--- src/rtl/dkong_hs_ram_arb.sv ---
`timescale 1ns/1ps
// dkong_hs_ram_arb
// Arbitrates the CPU-side port of the 1 KB sprite work RAM between the Z80
// and the hiscore load/save interface. The CPU owns the port by default and
// is only stalled (O_WAIT_n low) while a hiscore access actually holds it.
//
// Hiscore handshake (four-phase level protocol):
//   requester raises I_HS_REQ with I_HS_A/I_HS_D/I_HS_WE stable -> arbiter
//   performs one RAM access and raises O_HS_ACK with O_HS_DO valid ->
//   requester drops I_HS_REQ -> arbiter drops O_HS_ACK on the next cycle.
//   Address/data/we are not latched; they must stay stable until O_HS_ACK.
//   A request that drops before ACK still completes and ACK pulses once.
module dkong_hs_ram_arb #(
  parameter int AW     = 10,
  parameter int DW     = 8,
  parameter int STARVE = 64
) (
  input  logic          I_CLK,
  input  logic          I_RESET_n,
  input  logic [AW-1:0] I_CPU_A,
  input  logic [DW-1:0] I_CPU_D,
  input  logic          I_CPU_CE,
  input  logic          I_CPU_WE,
  output logic [DW-1:0] O_CPU_DO,
  output logic          O_WAIT_n,
  input  logic          I_HS_REQ,
  input  logic          I_HS_WE,
  input  logic [AW-1:0] I_HS_A,
  input  logic [DW-1:0] I_HS_D,
  output logic          O_HS_ACK,
  output logic [DW-1:0] O_HS_DO,
  output logic [AW-1:0] O_RAM_A,
  output logic [DW-1:0] O_RAM_D,
  output logic          O_RAM_CE,
  output logic          O_RAM_WE,
  input  logic [DW-1:0] I_RAM_Q,
  output logic [2:0]    O_DBG_STATE
);

  localparam int CW = $clog2(STARVE + 1);
  localparam logic [CW-1:0] STARVE_MAX = CW'(STARVE);

  typedef enum logic [2:0] {
    S_IDLE    = 3'd0,
    S_HS_ACC  = 3'd1,
    S_HS_LAT  = 3'd2,
    S_HS_ACK  = 3'd3,
    S_RESTORE = 3'd4
  } state_t;

  state_t          r_state;
  state_t          w_next;
  logic [CW-1:0]   r_starve;
  logic [DW-1:0]   r_hs_do;
  logic            w_starved;
  logic            w_enter_acc;

  assign w_starved   = (r_starve == STARVE_MAX);
  assign w_enter_acc = (r_state == S_IDLE) && (w_next == S_HS_ACC);

  assign O_HS_ACK    = (r_state == S_HS_ACK);
  assign O_HS_DO     = r_hs_do;
  assign O_DBG_STATE = r_state;

  // State register; reset drops any transaction in flight immediately.
  always_ff @(posedge I_CLK or negedge I_RESET_n) begin
    if (!I_RESET_n) begin
      r_state <= S_IDLE;
    end else begin
      r_state <= w_next;
    end
  end

  // Next state and RAM-port steering; CPU passes through only in IDLE/RESTORE.
  always_comb begin
    w_next   = r_state;
    O_RAM_A  = I_CPU_A;
    O_RAM_D  = I_CPU_D;
    O_RAM_CE = 1'b0;
    O_RAM_WE = 1'b0;
    O_CPU_DO = '0;
    O_WAIT_n = 1'b1;
    case (r_state)
      S_IDLE: begin
        O_RAM_CE = I_CPU_CE;
        O_RAM_WE = I_CPU_CE & I_CPU_WE;
        if (I_CPU_CE) begin
          O_CPU_DO = I_RAM_Q;
        end
        // CPU keeps the port while selecting RAM unless the request starved.
        if (I_HS_REQ && (!I_CPU_CE || w_starved)) begin
          w_next = S_HS_ACC;
        end
      end
      S_HS_ACC: begin
        O_RAM_A  = I_HS_A;
        O_RAM_D  = I_HS_D;
        O_RAM_CE = 1'b1;
        O_RAM_WE = I_HS_WE;
        O_WAIT_n = ~I_CPU_CE;
        w_next   = S_HS_LAT;
      end
      S_HS_LAT: begin
        O_WAIT_n = ~I_CPU_CE;
        w_next   = S_HS_ACK;
      end
      S_HS_ACK: begin
        O_WAIT_n = ~I_CPU_CE;
        if (!I_HS_REQ) begin
          w_next = I_CPU_CE ? S_RESTORE : S_IDLE;
        end
      end
      S_RESTORE: begin
        // Re-read the CPU address so the read data is valid back in IDLE;
        // a held CPU write is deferred to IDLE so it happens exactly there.
        O_RAM_CE = I_CPU_CE;
        O_WAIT_n = ~I_CPU_CE;
        w_next   = S_IDLE;
      end
      default: begin
        w_next = S_IDLE;
      end
    endcase
  end

  // Starvation counter: counts IDLE cycles a request loses to the CPU.
  always_ff @(posedge I_CLK or negedge I_RESET_n) begin
    if (!I_RESET_n) begin
      r_starve <= '0;
    end else if (!I_HS_REQ || w_enter_acc) begin
      r_starve <= '0;
    end else if ((r_state == S_IDLE) && I_CPU_CE && !w_starved) begin
      r_starve <= r_starve + CW'(1);
    end
  end

  // Hiscore read data capture; a write reports back the data it wrote.
  always_ff @(posedge I_CLK or negedge I_RESET_n) begin
    if (!I_RESET_n) begin
      r_hs_do <= '0;
    end else if (r_state == S_HS_LAT) begin
      r_hs_do <= I_HS_WE ? I_HS_D : I_RAM_Q;
    end
  end

endmodule

--- config.mk ---
export PLATFORM = sky130hd
export DESIGN_NAME = dkong_hs_ram_arb
export DESIGN_NICKNAME = d
export VERILOG_FILES = /design/src/rtl/dkong_hs_ram_arb.sv
export SDC_FILE = /design/constraint.sdc
export NUM_CORES = 1
export LEC_CHECK = 0
export CORE_ASPECT_RATIO = 0.8
export CORE_MARGIN = 4
export CORE_UTILIZATION = 30
export CTS_BUF_LIST = sky130_fd_sc_hd__clkbuf_8
export CTS_CLUSTER_SIZE = 30
export DETAILED_ROUTE_END_ITERATION = 16
export PLACE_DENSITY = 0.72
export RECOVER_POWER = 25
export REMOVE_ABC_BUFFERS = 1
export SLEW_MARGIN = 20
export SYNTH_ARGS = -nofsm -noshare
export SYNTH_HDL_FRONTEND = slang
export SYNTH_SLANG_ARGS = --single-unit
--- constraint.sdc ---
create_clock -name I_CLK -period 5.3 [get_ports I_CLK]
set_input_delay 1.325 -clock I_CLK [delete_from_list [all_inputs] [get_ports I_CLK]]
set_output_delay 1.325 -clock I_CLK [all_outputs]
set_load 0.05 [all_outputs]
## Word-level counts from Yosys, hierarchy flattened

Index checks and enable logic that the tools add are counted.

| word-level totals | value |
|---|---|
| flip-flop bits (word level) | 18 |
| bits of input ports | 50 |

| cells by class | value |
|---|---|
| equal/unequal tests | 6 |
| bitwise gates (word level) | 2 |
| reduce and logical (&&, ||, !) cells | 13 |
| $add $sub $neg | 1 |
| multiplexer cells | 14 |

Operators with widths:

| operator | count |
|---|---|
| $mux W8 | 4 |
| $mux W7 | 2 |
| $pmux W3 S4 | 1 |
| $mux W10 | 1 |
| $mux W3 | 3 |
| $add A7 B1 Y7 const B | 1 |
| $eq A7 B7 Y1 const B | 1 |
| $eq A3 B1 Y1 const B | 2 |
| $eq A3 B2 Y1 const B | 2 |
| $logic_and A1 B1 Y1 | 4 |
| $pmux W1 S2 | 2 |
| $reduce_or A4 Y1 | 1 |
| $eq A3 B3 Y1 const B | 1 |
| $logic_not A1 Y1 | 3 |
| $logic_not A3 Y1 | 1 |
| $logic_or A1 B1 Y1 | 2 |
| $reduce_bool A2 Y1 | 1 |
| $reduce_or A2 Y1 | 1 |
| $and A1 B1 Y1 | 1 |
| $mux W1 | 1 |
| $not A1 Y1 | 1 |

## Logic depth before layout (Yosys ltp)

Gate-level depths: netlist (run 1).

| logic depth | value |
|---|---|
| depth in word-level cells | 9 |
| mapped depth | 6 |
| gate-level depth less buffers | 6 |

## Least setup slack after synthesis (run 1)

No wires, ideal clock.

| timing path | value |
|---|---|
| kind | input to output |
| from | input I_CPU_CE |
| to | output O_RAM_WE |
| setup slack | 1.655 ns |
| cell stages on the path | 3 |
| arrival time | 2.320 ns |
| path buffers | 1 |
| path through | nor4b_4 -> clkbuf_1 -> a22o_1 |

| on the way | value |
|---|---|
| longest elaborated chain between the ends | 2 |

RTL lines:

| element | RTL line | RTL |
|---|---|---|
| from (decl) | 22 | `input logic I_CPU_CE,` |
| $and A1 B1 Y1 | 86 | `O_RAM_WE = I_CPU_CE & I_CPU_WE;` |
| $pmux W1 S2 | 83 | `case (r_state)` |
| to (decl) | 35 | `output logic O_RAM_WE,` |

No other way between the ends.

## Final worst setup path (run 1)

| timing path | value |
|---|---|
| from | input I_CPU_CE |
| to | output O_CPU_DO[0] |

| on the way | value |
|---|---|
| longest elaborated chain between the ends | 2 |

RTL lines:

| element | RTL line | RTL |
|---|---|---|
| $mux W8 | 87 | `if (I_CPU_CE) begin` |
| $mux W8 | 83 |  |
| to (decl) | 24 | `output logic [DW-1:0] O_CPU_DO,` |

No other way between the ends.

==> metrics.txt, run 1 <==
outcome finished clean; Syn Inst Count roughly 120; I/O pins 91; Slew Viols, Final 0; ys async rst share 100.0%; first-pass GRT wire length around 6600 um; clock skew about 0.0015 ns; synth warn 0; Tot Pwr 1.112 mW; synthesis-to-layout area growth 80.30%; number of clock sinks 18; sequential share of the synthesized area 36.36%; Synth top cells by count dfrtp_1 (18), mux2_2 (18), nor2_1 (17); GRT overflow 0; slew margin rel. 46.79%; setup TNS 0 ns; FMAX 218.6 MHz; Synth Register Bits 18; Worst R2R Start r_starve[0]$_DFFE_PN0P_; die height 65.48 um; row count 20; overall die width 79.84 um; DRC Markers 0; Util after Layout 57.58%; Worst Min Path Start O_HS_DO[6]$_DFFE_PN0P_; CP Cell Sequence clkdlybuf4s50_1, nor4b_4, buf_4, and2_1, clkdlybuf4s50_1; leakage power between 0.8 and 0.9 nW; largest net degree at the start of global routing 20; top_reg_cell synth dfrtp_1; Die ar. 5228 um^2; maximum vdd ir drop 0.0003929 V; CTS tree yes; final setup fails 0; crit path DAT 3.25 ns; drt wl/cell 15.64 um; Via density about 4.6; CP endpoint kind output pin; Hold Path Class reg -> reg; final wirelength 4160 um; Hold Buf Count CTS 0; Final Hold Vio Count 0; vias in the first global route 1379; fin crit share a little under nine tenths; Worst Max-Slew Pin Slew 0.7955 ns; crit path kind in -> out; Post-Synthesis Cell Area 1239 um^2; RePlAce Congestion approximately 0.85; Detail Route Antenna Nets 0; crit path max fanout 15; Most common cell on crit path clkdlybuf4s50_1; Antenna Cells 0; data required time of the worst path 3.97 ns; drt initial violations 30; vias about 1200; Buf/Inv on CP 3; synthesized area per cell roughly 10 um^2; initial antenna violation count 0; CTS Buffer Depth 2; TritonCTS Buffers 3; Critical Path Start Type input port; fin nets 265; Post-CTS Setup Bufs 0; Yosys top cell by area dfrtp_1; Worst path max stage delay 0.80 ns; Worst-Skew Late Latency 0.25 ns; IO buf count 90; clock root cell clkbuf_8; hpwl dp 3541 um; placeable core area 3879 um^2; Worst-path clk slew around 0.060 ns; Distinct cells, synth 35; top post-synthesis cells by area dfrtp_1 (36%), mux2_2 (16%), mux2i_1 (7.3%); cts repair resizes 0; PD cells around 500 nW/um^2; H-Tree Depth 1; crit-path leading delay family buffers and inverters; worst hold margin roughly 0.53 ns; CP max stage cell clkdlybuf4s50_1; drt first pass iters 2; layout cells sized above 1 13.74%; Max Cap Violations 0; starting density of the core approximately a third; minimum clock period after layout 4.574 ns; Synth top area share 36.36%; Total GRT Usage 16.24%; Post-synth EDFFs 0; CP Launch Point I_CPU_CE; unrepaired setup endpoints after global routing no
==> state kept, by name, summed over array words and instances, names as in the netlist <==
name	cells
O_HS_DO	8
r_starve	7
O_DBG_STATE	3
==> cells in the final DEF (no fill, tap or decap), drive strengths merged, types with 3 or more instances in the layout <==
master          n
a21oi          10
and2            8
clkbuf          3
clkdlybuf4s50  88
dfrtp          18
inv             4
mux2           18
mux2i           9
nand2           3
nor2           18
o21ai           3
xor2            4
==> final cells by class <==
class	count	area (um^2)
fillers	360	1645
inverters	4	15.01
repair buffers	91	908.4
flip-flops and latches	18	450.4
multi-input cells	95	749.5
well taps	55	68.82
clock buffers	3	41.29
==> power by group <==
part / leakage, nW / internal [mW] / switching, mW
registers: 0.221 / 0.178 / 0.0436
clock network: 0.0216 / 0.0505 / 0.0423
logic: 0.641 / 0.287 / 0.510
total: 0.884 / 0.516 / 0.596
==> cells by family (layout without fill, tap and decap cells) <==
logic type,count (synthesis),count (layout),synth area share [%]
buffers and inverters,8,98,3.130
and+or+nand+nor,42,42,20.71
DFF,18,18,36.36
xor gates and xnor gates,5,5,3.535
AOI/OAI and AO/OA,19,19,10.61
adders and majority gates,2,2,2.020
muxes,27,27,23.64
==> metal layers <==
metal / track usage, % / vias to the layer above / share of wire [%]
met1: 16.75 / 574 / 34
met5: 0 / - / 0
met3: 3.699 / 8 / 3.5
li1: - / 611 / -
met4: 5.696 / 0 / 2.8
met2: 31.87 / 32 / 60
==> tightest hold or removal path: stages (launching register included) <==
cell	delay [ns]
dfrtp_1	0.34
nor2_1	0.05
a21oi_1	0.10
==> stage by stage <==
stage               cell area (um^2)  setup slack [ns]  cells
global placement                2192            0.7499    263
CTS                             2233            0.7126    266
floorplan                       1215             1.717    117
finish                          2233            0.7256    266
global route                    2233            0.6091    266
detailed placement              2192            0.7127    263
==> worst paths after layout <==
path                            depth (start not counted)                      end  slack (ns)
worst max-delay path                                    5              O_CPU_DO[0]        0.73
worst min-delay path                                    2   O_HS_DO[6]$_DFFE_PN0P_        0.53
worst max register to register                          6  r_starve[2]$_DFFE_PN0P_        3.62
worst min register to register                          2   O_HS_DO[6]$_DFFE_PN0P_        0.53
max in group asynchronous                               1  r_starve[0]$_DFFE_PN0P_        3.21
min in group asynchronous                               1   O_HS_DO[7]$_DFFE_PN0P_        1.60
Power figures use the tool's default switching activity.
==> run 2: changes to the inputs <==
--- a/config.mk
+++ b/config.mk
@@ -5,13 +5,15 @@
 export SDC_FILE = /design/constraint.sdc
 export NUM_CORES = 1
 export LEC_CHECK = 0
+export ABC_AREA = 1
 export CORE_ASPECT_RATIO = 0.8
 export CORE_MARGIN = 4
 export CORE_UTILIZATION = 30
 export CTS_BUF_LIST = sky130_fd_sc_hd__clkbuf_8
 export CTS_CLUSTER_SIZE = 30
 export DETAILED_ROUTE_END_ITERATION = 16
-export PLACE_DENSITY = 0.72
+export DONT_BUFFER_PORTS = 1
+export PLACE_DENSITY = 0.56
 export RECOVER_POWER = 25
 export REMOVE_ABC_BUFFERS = 1
 export SLEW_MARGIN = 20
==> metrics.txt, run 2 <==
commonest non-fill, non-tap cells in the layout nand2_1 (48), inv_1 (22), nor2_1 (22), dfrtp_1 (18), mux2_4 (18) (was clkdlybuf4s50_1 (88), dfrtp_1 (18), mux2_2 (18), nor2_1 (17), a21oi_1 (10)); worst hold margin 0.5807 ns (was 0.5325 ns); Syn Inst Count 183 (was 121); setup TNS 0 ns (unchanged); crit path max fanout 14 (was 15); initial antenna violation count 0 (unchanged); Distinct cells, synth 22 (was 35); DRC Markers 0 (unchanged); Yosys top cell by area dfrtp_1 (unchanged); top-count cell post-synth nand2_1; most common cell after layout, fill and taps aside nand2_1 (was clkdlybuf4s50_1); crit-path leading delay family simple AND/OR/NAND/NOR gates (was buffers and inverters); Via density 4.699 (was 4.605); starting density of the core 32.35% (was 31.94%); IO buf count 0 (was 90); vias in the first global route 1059 (was 1379); Post-Synthesis Cell Area 1403 um^2 (was 1239 um^2); H-Tree Depth 1 (unchanged); PD cells 666.8 nW/um^2 (was 497.9 nW/um^2); Total GRT Usage 10.93% (was 16.24%); slew margin rel. 35.40% (was 46.79%); Stages on worst setup path 4 (was 5); I/O pins 91 (unchanged); drt first pass iters 4 (was 2); Post-synth EDFFs 0 (unchanged); cts repair resizes 0 (unchanged); number of clock sinks 18 (unchanged); Worst Max-Slew Pin Slew 0.9625 ns (was 0.7955 ns); largest net degree at the start of global routing 21 (was 20); worst hold path depth 2 (unchanged); GRT overflow 0 (unchanged); Die ar. 5840 um^2 (was 5228 um^2); final wirelength 3436 um (was 4160 um); fin crit share 74.19% (was 86.31%); Critical Path Start Type input port (unchanged); fin nets 232 (was 265); CP max stage cell nor2_1 (was clkdlybuf4s50_1); Worst path max stage delay 0.72 ns (was 0.80 ns); Post-CTS Setup Bufs 0 (unchanged); maximum vdd ir drop 0.0002682 V (was 0.0003929 V); Fill cells 479 (was 360); Worst-Skew Late Latency 0.25 ns (about the same); crit path DAT 2.61 ns (was 3.25 ns); vias 1109 (was 1225); sequential share of the synthesized area 32.11% (was 36.36%); TritonCTS Buffers 3 (unchanged); CP endpoint kind output pin (unchanged); Buf/Inv on CP 1 (was 3); clock skew 0.003632 ns (was 0.001467 ns); Hold Buf Count CTS 0 (unchanged); drt wl/cell 14.56 um (was 15.64 um); Synth top area share 32.11% (was 36.36%); synth warn 0 (unchanged); CTS tree yes (unchanged); outcome finished clean (unchanged); first-pass GRT wire length 5244 um (was 6555 um); Worst Reg-to-Reg Cells 9 (was 6); data required time of the worst path 3.97 ns (about the same); placeable core area 4335 um^2 (was 3879 um^2); Max Cap Violations 0 (unchanged); Detail Route Antenna Nets 0 (unchanged); top post-synthesis cells by area dfrtp_1 (32%), mux2_4 (19%), nand2_1 (13%) (was dfrtp_1 (36%), mux2_2 (16%), mux2i_1 (7.3%)); synthesized area per cell 7.664 um^2 (was 10.24 um^2); synthesis-to-layout area growth 4.817% (was 80.30%); Hold Path Class reg -> reg (unchanged); leakage power 0.7487 nW (was 0.8837 nW); final setup fails 0 (unchanged); Synth top cells by count nand2_1 (48), inv_1 (22), nor2_1 (22) (was dfrtp_1 (18), mux2_2 (18), nor2_1 (17)); unrepaired setup endpoints after global routing no (unchanged); CP Cell Sequence nand2_2, nor2_4, inv_1, nor2_1 (was clkdlybuf4s50_1, nor4b_4, buf_4, and2_1, clkdlybuf4s50_1); Worst-path clk slew 0.07 ns (was 0.06 ns); ys async rst share 100.0% (unchanged); drt initial violations 67 (was 30); final setup margin 1.368 ns (was 0.7256 ns); minimum clock period after layout 3.932 ns (was 4.574 ns); crit path kind in -> out (unchanged); top_reg_cell synth dfrtp_1 (unchanged); max reg flops 8 (unchanged); overall die width 84.45 um (was 79.84 um); layout cells sized above 1 17.32% (was 13.74%); die height 69.16 um (was 65.48 um); Synth Register Bits 18 (unchanged); Slew Viols, Final 0 (unchanged); Final Hold Vio Count 0 (unchanged); CTS Buffer Depth 2 (unchanged); hpwl dp 2756 um (was 3541 um); RePlAce Congestion 0.7787 (was 0.8460); clock root cell clkbuf_8 (unchanged); pre-CTS WS 1.369 ns (was 0.7127 ns); row count 21 (was 20); Antenna Cells 0 (unchanged); FMAX 254.3 MHz (was 218.6 MHz)
## run 2: cell types whose count changed after synthesis, sizes merged, moves of 7 or more
cell / change
and2: -8
inv: +20
nor2: +8
a21oi: -10
o21ai: +15
nand3: +7
nand2: +48
mux2i: -9
## run 2: final timing paths
| kind | end | from | slack, ns |
|---|---|---|---|
| setup / recovery | O_CPU_DO[5] | I_CPU_CE | 1.37 |
| min in group asynchronous | r_starve[0]$_DFFE_PN0P_ | I_RESET_n | 0.76 |
| hold / removal | r_starve[0]$_DFFE_PN0P_ | r_starve[0]$_DFFE_PN0P_ | 0.58 |
| hold reg to reg | r_starve[0]$_DFFE_PN0P_ | r_starve[0]$_DFFE_PN0P_ | 0.58 |
| max in group asynchronous | O_HS_DO[0]$_DFFE_PN0P_ | I_RESET_n | 4.47 |
| setup reg to reg | r_starve[4]$_DFFE_PN0P_ | r_starve[0]$_DFFE_PN0P_ | 3.46 |
## run 2: layout make-up
type                       instances  area [um^2]  share of cell area (%)
sequential                        18        450.4                   30.64
clock buffer                       4        55.05                   3.745
multi-input combinational        133        803.3                   54.64
inverter                          24        90.09                   6.128
tap                               57        71.32                   4.851
## run 2: kinds of logic after synthesis
| kind of cell | Yosys count | share of synthesized area, % |
|---|---|---|
| AO/OA/AOI/OAI | 19 | 7.136 |
| buffers and inverters | 32 | 10.62 |
| adder cells (fa/ha/maj) | 2 | 1.784 |
| flip-flops | 18 | 32.11 |
| multiplexers | 18 | 19.27 |
| XOR/XNOR | 1 | 0.6246 |
| AND/OR/NAND/NOR | 93 | 28.46 |
## run 2: per-stage QoR
| step | area (um^2) | cells | utilization (%) | total power [mW] |
|---|---|---|---|---|
| floorplan | 1344 | 175 | - | 0.8106 |
| global placement | 1415 | 232 | 32.64 | 0.8731 |
| detailed placement | 1415 | 232 | 32.64 | 0.8770 |
| CTS | 1470 | 236 | 33.91 | 0.9913 |
| global route | 1470 | 236 | 33.91 | 1.030 |
| finish | 1470 | 236 | 33.91 | 0.9803 |
## run 2: worst min-delay path: stages (launching register included)
cell and delay, ns:
dfrtp_1 0.39, xor2_1 0.08, nor2_1 0.07
## run 2: power breakdown
part | switching, mW | total, mW | internal [mW] | leakage (nW)
combinational | 0.386 | 0.515 | 0.129 | 0.485
clock | 0.0455 | 0.111 | 0.0660 | 0.0288
sequential | 0.178 | 0.354 | 0.176 | 0.235
## run 2: layer usage
metal	GRT usage (%)	up-vias	routed length, um
met2	16.81	35	1613
met5	0	-	0
met1	14.77	497	1552
met3	3.333	2	239
met4	3.163	0	30
li1	-	575	-
